<file path="config.mk">
export PLATFORM = sky130hd
export DESIGN_NAME = alu_issue_wb
export DESIGN_NICKNAME = d
export VERILOG_FILES = /design/src/rtl/alu_pkg.sv /design/src/rtl/alu_regfile.sv /design/src/rtl/alu_issue_wb.sv
export SDC_FILE = /design/constraint.sdc
export NUM_CORES = 1
export LEC_CHECK = 0
export CORE_ASPECT_RATIO = 0.9
export CORE_MARGIN = 5
export CORE_UTILIZATION = 29
export CTS_CLUSTER_DIAMETER = 100
export DETAILED_ROUTE_END_ITERATION = 16
export PLACE_DENSITY = 0.46
export REMOVE_ABC_BUFFERS = 1
export SLEW_MARGIN = 25
export SYNTH_ARGS = -nofsm -noshare
export SYNTH_HDL_FRONTEND = slang
export SYNTH_SLANG_ARGS = --single-unit
</file>
<file path="constraint.sdc">
create_clock -name clk -period 3.8 [get_ports clk]
set_input_delay 0.76 -clock clk [delete_from_list [all_inputs] [get_ports clk]]
set_output_delay 0.76 -clock clk [all_outputs]
set_load 0.05 [all_outputs]
</file>
<file path="src/rtl/alu_pkg.sv">
// alu_pkg: shared widths, opcodes and flag bit indices for the ALU issue/writeback stage
package alu_pkg;
  localparam int DW = 8;
  localparam int NREG = 8;
  localparam int RW = $clog2(NREG);
  typedef enum logic [3:0] {
    OP_ADD  = 4'b0000, OP_SUB  = 4'b0001, OP_MUL  = 4'b0010, OP_DIV  = 4'b0011,
    OP_SHL  = 4'b0100, OP_SHR  = 4'b0101, OP_ROL  = 4'b0110, OP_ROR  = 4'b0111,
    OP_AND  = 4'b1000, OP_OR   = 4'b1001, OP_XOR  = 4'b1010, OP_NOR  = 4'b1011,
    OP_NAND = 4'b1100, OP_XNOR = 4'b1101
  } op_e;
  localparam int FLAG_Z = 3;
  localparam int FLAG_N = 2;
  localparam int FLAG_C = 1;
  localparam int FLAG_V = 0;
endpackage

</file>
<file path="src/rtl/alu_regfile.sv">
// alu_regfile: NREGxDW register file, r0 reads zero, write port i_we/i_waddr/i_wdata, three async read ports
module alu_regfile
  import alu_pkg::*;
(
  input  logic          clk,
  input  logic          rst,
  input  logic          i_we,
  input  logic [RW-1:0] i_waddr,
  input  logic [DW-1:0] i_wdata,
  input  logic [RW-1:0] i_raddr1,
  input  logic [RW-1:0] i_raddr2,
  input  logic [RW-1:0] i_raddr3,
  output logic [DW-1:0] o_rdata1,
  output logic [DW-1:0] o_rdata2,
  output logic [DW-1:0] o_rdata3
);
  logic [DW-1:0] r_mem [NREG];
  always_ff @(posedge clk or posedge rst)
    if (rst) for (int i = 0; i < NREG; i++) r_mem[i] <= '0;
    else if (i_we && i_waddr != '0) r_mem[i_waddr] <= i_wdata;
  assign o_rdata1 = i_raddr1 == '0 ? '0 : r_mem[i_raddr1];
  assign o_rdata2 = i_raddr2 == '0 ? '0 : r_mem[i_raddr2];
  assign o_rdata3 = i_raddr3 == '0 ? '0 : r_mem[i_raddr3];
endmodule

</file>
<file path="src/rtl/alu_issue_wb.sv">
// alu_issue_wb: operand fetch with forwarding, ALU operand registers (alu_*), result/flag commit (wb_*, flags), sticky div0 halt, debug read
module alu_issue_wb
  import alu_pkg::*;
(
  input  logic          clk,
  input  logic          rst,
  input  logic          instr_valid,
  output logic          instr_ready,
  input  logic [3:0]    instr_op,
  input  logic [RW-1:0] instr_rd,
  input  logic [RW-1:0] instr_rs1,
  input  logic [RW-1:0] instr_rs2,
  input  logic          instr_use_imm,
  input  logic [DW-1:0] instr_imm,
  input  logic [2:0]    instr_shamt,
  output logic [DW-1:0] alu_a,
  output logic [DW-1:0] alu_b,
  output logic [2:0]    alu_shift,
  output logic [3:0]    alu_fsel,
  input  logic [DW-1:0] alu_result,
  input  logic          alu_zero,
  input  logic          alu_neg,
  input  logic          alu_carry,
  input  logic          alu_overflow,
  output logic [3:0]    flags,
  output logic          wb_valid,
  output logic [RW-1:0] wb_rd,
  output logic          div0_err,
  input  logic          clear_err,
  input  logic [RW-1:0] dbg_raddr,
  output logic [DW-1:0] dbg_rdata
);
  logic          r_ex_valid;
  logic [RW-1:0] r_ex_rd;
  logic [DW-1:0] r_alu_a;
  logic [DW-1:0] r_alu_b;
  logic [2:0]    r_alu_shift;
  logic [3:0]    r_alu_fsel;
  logic [3:0]    r_flags;
  logic          r_wb_valid;
  logic [RW-1:0] r_wb_rd;
  logic          r_div0_err;
  logic          w_ex_div0;
  logic          w_commit;
  logic          w_accept;
  logic [DW-1:0] w_rs1_data;
  logic [DW-1:0] w_rs2_data;
  logic [DW-1:0] w_fwd_a;
  logic [DW-1:0] w_fwd_b;
  assign w_ex_div0   = r_ex_valid && r_alu_fsel == OP_DIV && r_alu_b == '0;
  assign w_commit    = r_ex_valid && !w_ex_div0;
  assign instr_ready = !r_div0_err && !w_ex_div0;
  assign w_accept    = instr_valid && instr_ready;
  assign w_fwd_a = instr_rs1 == '0 ? '0 : (w_commit && r_ex_rd == instr_rs1) ? alu_result : w_rs1_data;
  assign w_fwd_b = instr_rs2 == '0 ? '0 : (w_commit && r_ex_rd == instr_rs2) ? alu_result : w_rs2_data;
  alu_regfile u_rf (
    .clk      (clk),
    .rst      (rst),
    .i_we     (w_commit),
    .i_waddr  (r_ex_rd),
    .i_wdata  (alu_result),
    .i_raddr1 (instr_rs1),
    .i_raddr2 (instr_rs2),
    .i_raddr3 (dbg_raddr),
    .o_rdata1 (w_rs1_data),
    .o_rdata2 (w_rs2_data),
    .o_rdata3 (dbg_rdata)
  );
  always_ff @(posedge clk or posedge rst)
    if (rst) begin
      r_ex_valid  <= 1'b0;
      r_ex_rd     <= '0;
      r_alu_a     <= '0;
      r_alu_b     <= '0;
      r_alu_shift <= '0;
      r_alu_fsel  <= '0;
      r_flags     <= '0;
      r_wb_valid  <= 1'b0;
      r_wb_rd     <= '0;
      r_div0_err  <= 1'b0;
    end else begin
      r_ex_valid <= w_accept;
      if (w_accept) begin
        r_ex_rd     <= instr_rd;
        r_alu_fsel  <= instr_op;
        r_alu_shift <= instr_shamt;
        r_alu_a     <= w_fwd_a;
        r_alu_b     <= instr_use_imm ? instr_imm : w_fwd_b;
      end
      r_wb_valid <= w_commit;
      if (w_commit) begin
        r_wb_rd <= r_ex_rd;
        r_flags <= {alu_zero, alu_neg, alu_carry, alu_overflow};
      end
      r_div0_err <= w_ex_div0 || (r_div0_err && !clear_err);
    end
  assign alu_a     = r_alu_a;
  assign alu_b     = r_alu_b;
  assign alu_shift = r_alu_shift;
  assign alu_fsel  = r_alu_fsel;
  assign flags     = r_flags;
  assign wb_valid  = r_wb_valid;
  assign wb_rd     = r_wb_rd;
  assign div0_err  = r_div0_err;
endmodule

</file>
== Word level (Yosys, flattened, before mapping) ==
Index checks and enable logic that the tools add are counted.
Storage, ports and cells
  register bits: 100
  input bits: 44
Cells by class
  order comparisons: 5
  equality and inequality tests: 3
  muxes and demuxes: 18
  bitwise operators: 4
  reductions and logical operators: 19
Operators by type and width (number)
  $mux W8: 13
  $bmux W8 S3: 3
  $bwmux W64: 1
  $demux W8 S3: 1
  $ge A4 B4 Y1 const B: 4
  $not A3 Y4: 4
  $logic_and A1 B1 Y1: 10
  $logic_not A3 Y1: 3
  $logic_not A8 Y1: 1
  $eq A3 B3 Y1: 2
  $eq A4 B2 Y1 const B: 1
  $lt A4 B1 Y1 const B: 1
  $logic_not A1 Y1: 3
  $reduce_bool A3 Y1: 1
  $logic_or A1 B1 Y1: 1

== Longest topological paths before layout ==
Gate-level depths: netlist of the first run.
  word-level depth: 9
  depth in mapped cells: 7

== Cells and area by module ==
Synthesis of the first run repeated with hierarchy kept, for this count alone.
Unflattened totals
  cell total of the unflattened synthesis: 487
  area total of the unflattened synthesis: 5545.3 sq um
By module, submodules not included
  alu_regfile: instances 1, cells an instance 294, area an instance 3767.4 sq um, seq. area each 1401.3 sq um
  alu_issue_wb: instances 1, cells an instance 193, area an instance 1778.0 sq um, seq. area each 900.9 sq um

== Least setup slack after synthesis of the first run ==
Ideal clock, no wire load.
  path kind: input -> output
  start: input port dbg_raddr[0]
  end: output port dbg_rdata[6]
  arrival: 2803 ps
  data required time: 3040 ps
  slack: 237 ps
  cell stages on the path: 5
  cells stage by stage: buf_2 > buf_1 > mux4_2 > nor2_1 > a221oi_1
Between the ends
  longest elaborated chain between the ends: 5
RTL lines
  from (decl): line alu_issue_wb.sv:30  | input logic [RW-1:0] dbg_raddr,
  $not A3 Y4 (not written as such): line alu_regfile.sv:23  | assign o_rdata3 = i_raddr3 == '0 ? '0 : r_mem[i_raddr3];
  $bmux W8 S3: line alu_regfile.sv:23
  $mux W8 (not written as such) (2 in series): line alu_regfile.sv:23
  $mux W8 (*): line alu_regfile.sv:23
  to (decl): line alu_issue_wb.sv:31  | output logic [DW-1:0] dbg_rdata
Every way passes the cells marked *; elsewhere a longest branch is shown, timed or not. The select of a mux whose other input is x is not followed.

== Final worst setup path of the first run ==
  start: input port dbg_raddr[1]
  end: output port dbg_rdata[6]
Same word-level chain as after synthesis.

==> metrics.json, run 1 <==
{
  "power": {
    "p_sw_share_pct": 34.2,
    "cellPowerDensity_nw_per_um2": 567,
    "intPower_mw": 2.71,
    "leakagePower_nw": 2.90,
    "clock_power_share_pct": 23.2,
    "seqPwrFrac_pct": 40.1,
    "comb_power_share_pct": 36.7,
    "irDropWorstVdd_v": 0.000229,
    "switching_power_mw": 1.41
  },
  "synthesis": {
    "synth_compound_area_share_pct": 8.18,
    "synth.area.mux_share_pct": 34.6,
    "synth-edff-count": 0,
    "synth_area_per_inst_um2": 13.0,
    "synth-warning-count": 0,
    "netlist-cell-type-count": 37,
    "postSynthRegisterBits": 100,
    "synthesis.instances": 443,
    "xor_xnor_portion_of_the_synthesized_cell_area_pct": 0.914,
    "ys_dominant_reg_cell": "dfrtp_1",
    "synthSimpleGateAreaFrac_pct": 8.72,
    "combinational_family_with_the_most_area_after_synthesis": "multiplexers",
    "postSynth.asyncResetShare_pct": 100,
    "yosys.area_share.adder_pct": 0,
    "synth.yosys.seq_area_share_pct": 43.5,
    "cell_area_after_synthesis_um2": 5750
  },
  "cts": {
    "cts.hold.buffers_added": 0,
    "numCtsBuffers": 9,
    "cts_htree_levels": 3,
    "tritoncts": "yes",
    "postCtsSetupBuffers": 0,
    "worst_setup_hold_path_clk_slew_ns": 0.07,
    "cts_resized": 0,
    "clock_path_buffers": 2,
    "clk_root_buffer_cell": "clkbuf_16",
    "clock_latency_ns": 0.35,
    "clock_sink_count": 100
  },
  "die": {
    "die_height_um": 144,
    "coreArea_um2": 19300,
    "floorplan.initialDensity_pct": 29.7,
    "core.rowCount": 48,
    "dieArea_um2": 22700,
    "die_w_um": 158,
    "top_level_ports": 85
  },
  "timing": {
    "final_hold_viol_count": 0,
    "finalSetupViolCount": 0,
    "setup-tns-final_ns": 0,
    "grt_setup_unrepaired": "false",
    "timing.fmax_mhz": 294,
    "period_needed_ns": 3.40,
    "setup_ws_ns": 0.396,
    "timing.final.crit_share_pct": 89.6,
    "final_max_slew_viol_count": 0,
    "max_slew_headroom_at_the_worst_pin_pct": 32.0,
    "timing_worst_slew_pin_value_ns": 1.02,
    "worst_clock_skew_ns": 0.00989
  },
  "worst_hold_path": {
    "min-delay-path-class": "reg -> reg",
    "hold_path_depth": 0,
    "min_to": "u_rf.r_mem[56]",
    "timing.hold.worst.start": "u_rf.r_mem[56]"
  },
  "place": {
    "globalplace.congestion": 0.827,
    "dp_area_um2": 6960,
    "placement.setup.worst_slack_ns": 0.455,
    "dp_hpwl_um": 12700,
    "port-buffer-count": 84
  },
  "finish": {
    "num_antenna_cells": 0,
    "fin_nets": 560,
    "area_growth_syn_to_layout_pct": 26.5,
    "filler_cell_count": 1848,
    "finish.utilization_pct": 37.6,
    "footprint_of_the_multi_input_gates_um2": 3010,
    "layout.area.seq_um2": 2500,
    "drive_gt1_share_pct": 33.6,
    "postLayoutCellArea_um2": 7280
  },
  "worst_setup_path": {
    "worstRegToRegCells": 5,
    "cp-start-kind": "primary input",
    "timing.reg2reg.setup_slack_ns": 0.96,
    "rr_endpoint": "alu_b[4]",
    "worst-endpoint-required_ns": 3.04,
    "critical_path.max_fanout": 12,
    "r2r-start": "alu_b[1]",
    "crit_path_capture_type": "output pin",
    "arrival_ns": 2.64,
    "critical_path_type": "in -> out"
  },
  "global_route": {
    "first_global_vias": 4509,
    "grtUsageTotal_pct": 16.7,
    "first_pass_grt_wire_length_um": 28200,
    "grt_start_max_net_pins": 75,
    "gr-total-overflow": 0,
    "antenna_found_initial": 0
  },
  "drt": {
    "route.antenna.remaining_nets": 0,
    "routed_via_density": 5.45,
    "drtPass1Iterations": 4,
    "wl_um": 18500,
    "routed-via-count": 4201,
    "detail_route.drc_violations": 0,
    "avgRoutedWirePerCell_um": 24.0,
    "initial_detailed_routing_violation_count": 318
  },
  "run": {
    "max-cap-violations": 0
  },
  "outcome": {
    "outcome": "finished clean"
  }
}
## synth_stat cells (2+ instances only)
cell type	number	area (um^2)
clkbuf_1	22	82.6
buf_1	3	11.3
a32o_1	8	80.1
a21oi_1	9	45.0
nand2_1	30	113
buf_6	3	33.8
buf_4	2	15.0
a221oi_1	8	70.1
nor2b_1	10	62.6
xnor2_1	6	52.6
mux2_4	16	240
nor4b_4	2	47.6
dfrtp_1	100	2500
mux2_2	61	687
mux4_2	40	901
nand3_1	4	20.0
nor2_1	10	37.5
a41oi_1	8	70.1
or3_1	9	56.3
o211ai_1	8	60.1
nand4_1	9	56.3
o21ai_0	25	125
nor3_1	3	15.0
mux2i_1	16	160
buf_2	14	70.1
or4_4	2	22.5
inv_1	5	18.8
## through the flow
stage	power, mW	hold slack [ns]	cells
after detailed placement	3.18	0.410	755
final	4.12	0.428	771
after global routing	4.33	0.441	771
after CTS	4.16	0.426	771
after floorplan	2.59	0.381	399
after global placement	3.16	0.410	755
## layout by cell type, fill, tap and decap left out, types with 6 or more instances in the layout
cell / netlist / routed
nor2b_1: 10 / 10
a221oi_1: 8 / 8
mux4_2: 40 / 40
xnor2_1: 6 / 6
dfrtp_1: 100 / 100
o211ai_1: 8 / 8
buf_4: 2 / 20
clkdlybuf4s50_1: 0 / 76
mux2_2: 61 / 61
nand4_1: 9 / 9
buf_12: 0 / 10
a21oi_1: 9 / 9
a41oi_1: 8 / 8
nand2_1: 30 / 30
mux2i_1: 16 / 16
nor2_1: 10 / 10
clkbuf_16: 0 / 9
mux2_4: 16 / 16
or3_1: 9 / 9
o21ai_0: 25 / 25
a32o_1: 8 / 8
## power by group through the flow
| stage | registers, mW | clock network, mW | logic, mW |
|---|---|---|---|
| after floorplan | 1.75 | 0 | 0.841 |
| after CTS | 1.65 | 0.987 | 1.53 |
| final | 1.65 | 0.957 | 1.51 |
| after global routing | 1.69 | 1.03 | 1.61 |
| after global placement | 1.65 | 0 | 1.50 |
| after detailed placement | 1.67 | 0 | 1.52 |
## final cells by class
cell class	instances	share of cell area [%]
sequential	100	34.4
multi-input combinational	293	41.4
timing repair buffer	106	15.3
inverter	6	0.344
clock inverter	5	0.825
tap	250	4.30
clock buffer	11	3.47
## per-layer routing
metal | vias to the layer above | global-route usage, % | share of wire, %
met3 | 27 | 2.62 | 5.4
met1 | 2177 | 23.3 | 44
met2 | 152 | 26.6 | 48
met4 | 0 | 5.61 | 2.3
li1 | 1845 | - | -
met5 | - | 0 | 0
## worst max-delay path, cell delays in order
cell,delay [ns]
clkdlybuf4s50_1,0.60
buf_4,0.27
mux2i_1,0.10
nand2_1,0.08
o21ai_0,0.07
a221oi_1,0.53
buf_12,0.21
## sequential cells by signal, summed over array words and instances (netlist names)
name,cells
wb_rd,3
div0_err,1
r_ex_valid,1
wb_valid,1
alu_fsel,4
alu_shift,3
r_ex_rd,3
u_rf.r_mem,64
alu_b,8
alu_a,8
flags,4
## kinds of logic (layout without fill, tap and decap cells)
kind of cell	Yosys count	in the layout
multiplexers	133	133
buffers and inverters	50	128
AO/OA/AOI/OAI	68	68
AND/OR/NAND/NOR	86	86
flip-flops	100	100
XOR/XNOR	6	6
## worst max-delay path by stage
stage	cells after the start	to	slack [ns]	from
2_1_floorplan	1	alu_a[0]	0.42	rst
3_3_place_gp	7	dbg_rdata[6]	0.41	dbg_raddr[1]
3_5_place_dp	7	dbg_rdata[6]	0.46	dbg_raddr[1]
4_1_cts	6	dbg_rdata[6]	0.42	dbg_raddr[0]
5_1_grt	7	dbg_rdata[5]	0.29	dbg_raddr[1]
6_report	7	dbg_rdata[6]	0.40	dbg_raddr[1]
No activity file was read; power rests on OpenSTA's default activity.
==> inputs of run 2 (changes only) <==
CAP_MARGIN = 20   (was unset)
==> results of run 2 <==
No change in the layout: final DEF, timing and power equal those of run 1.
==> inputs of run 3 (changes only) <==
CAP_MARGIN = 10   (was 20)
==> results of run 3 <==
No change in the layout: final DEF, timing and power equal those of run 1.
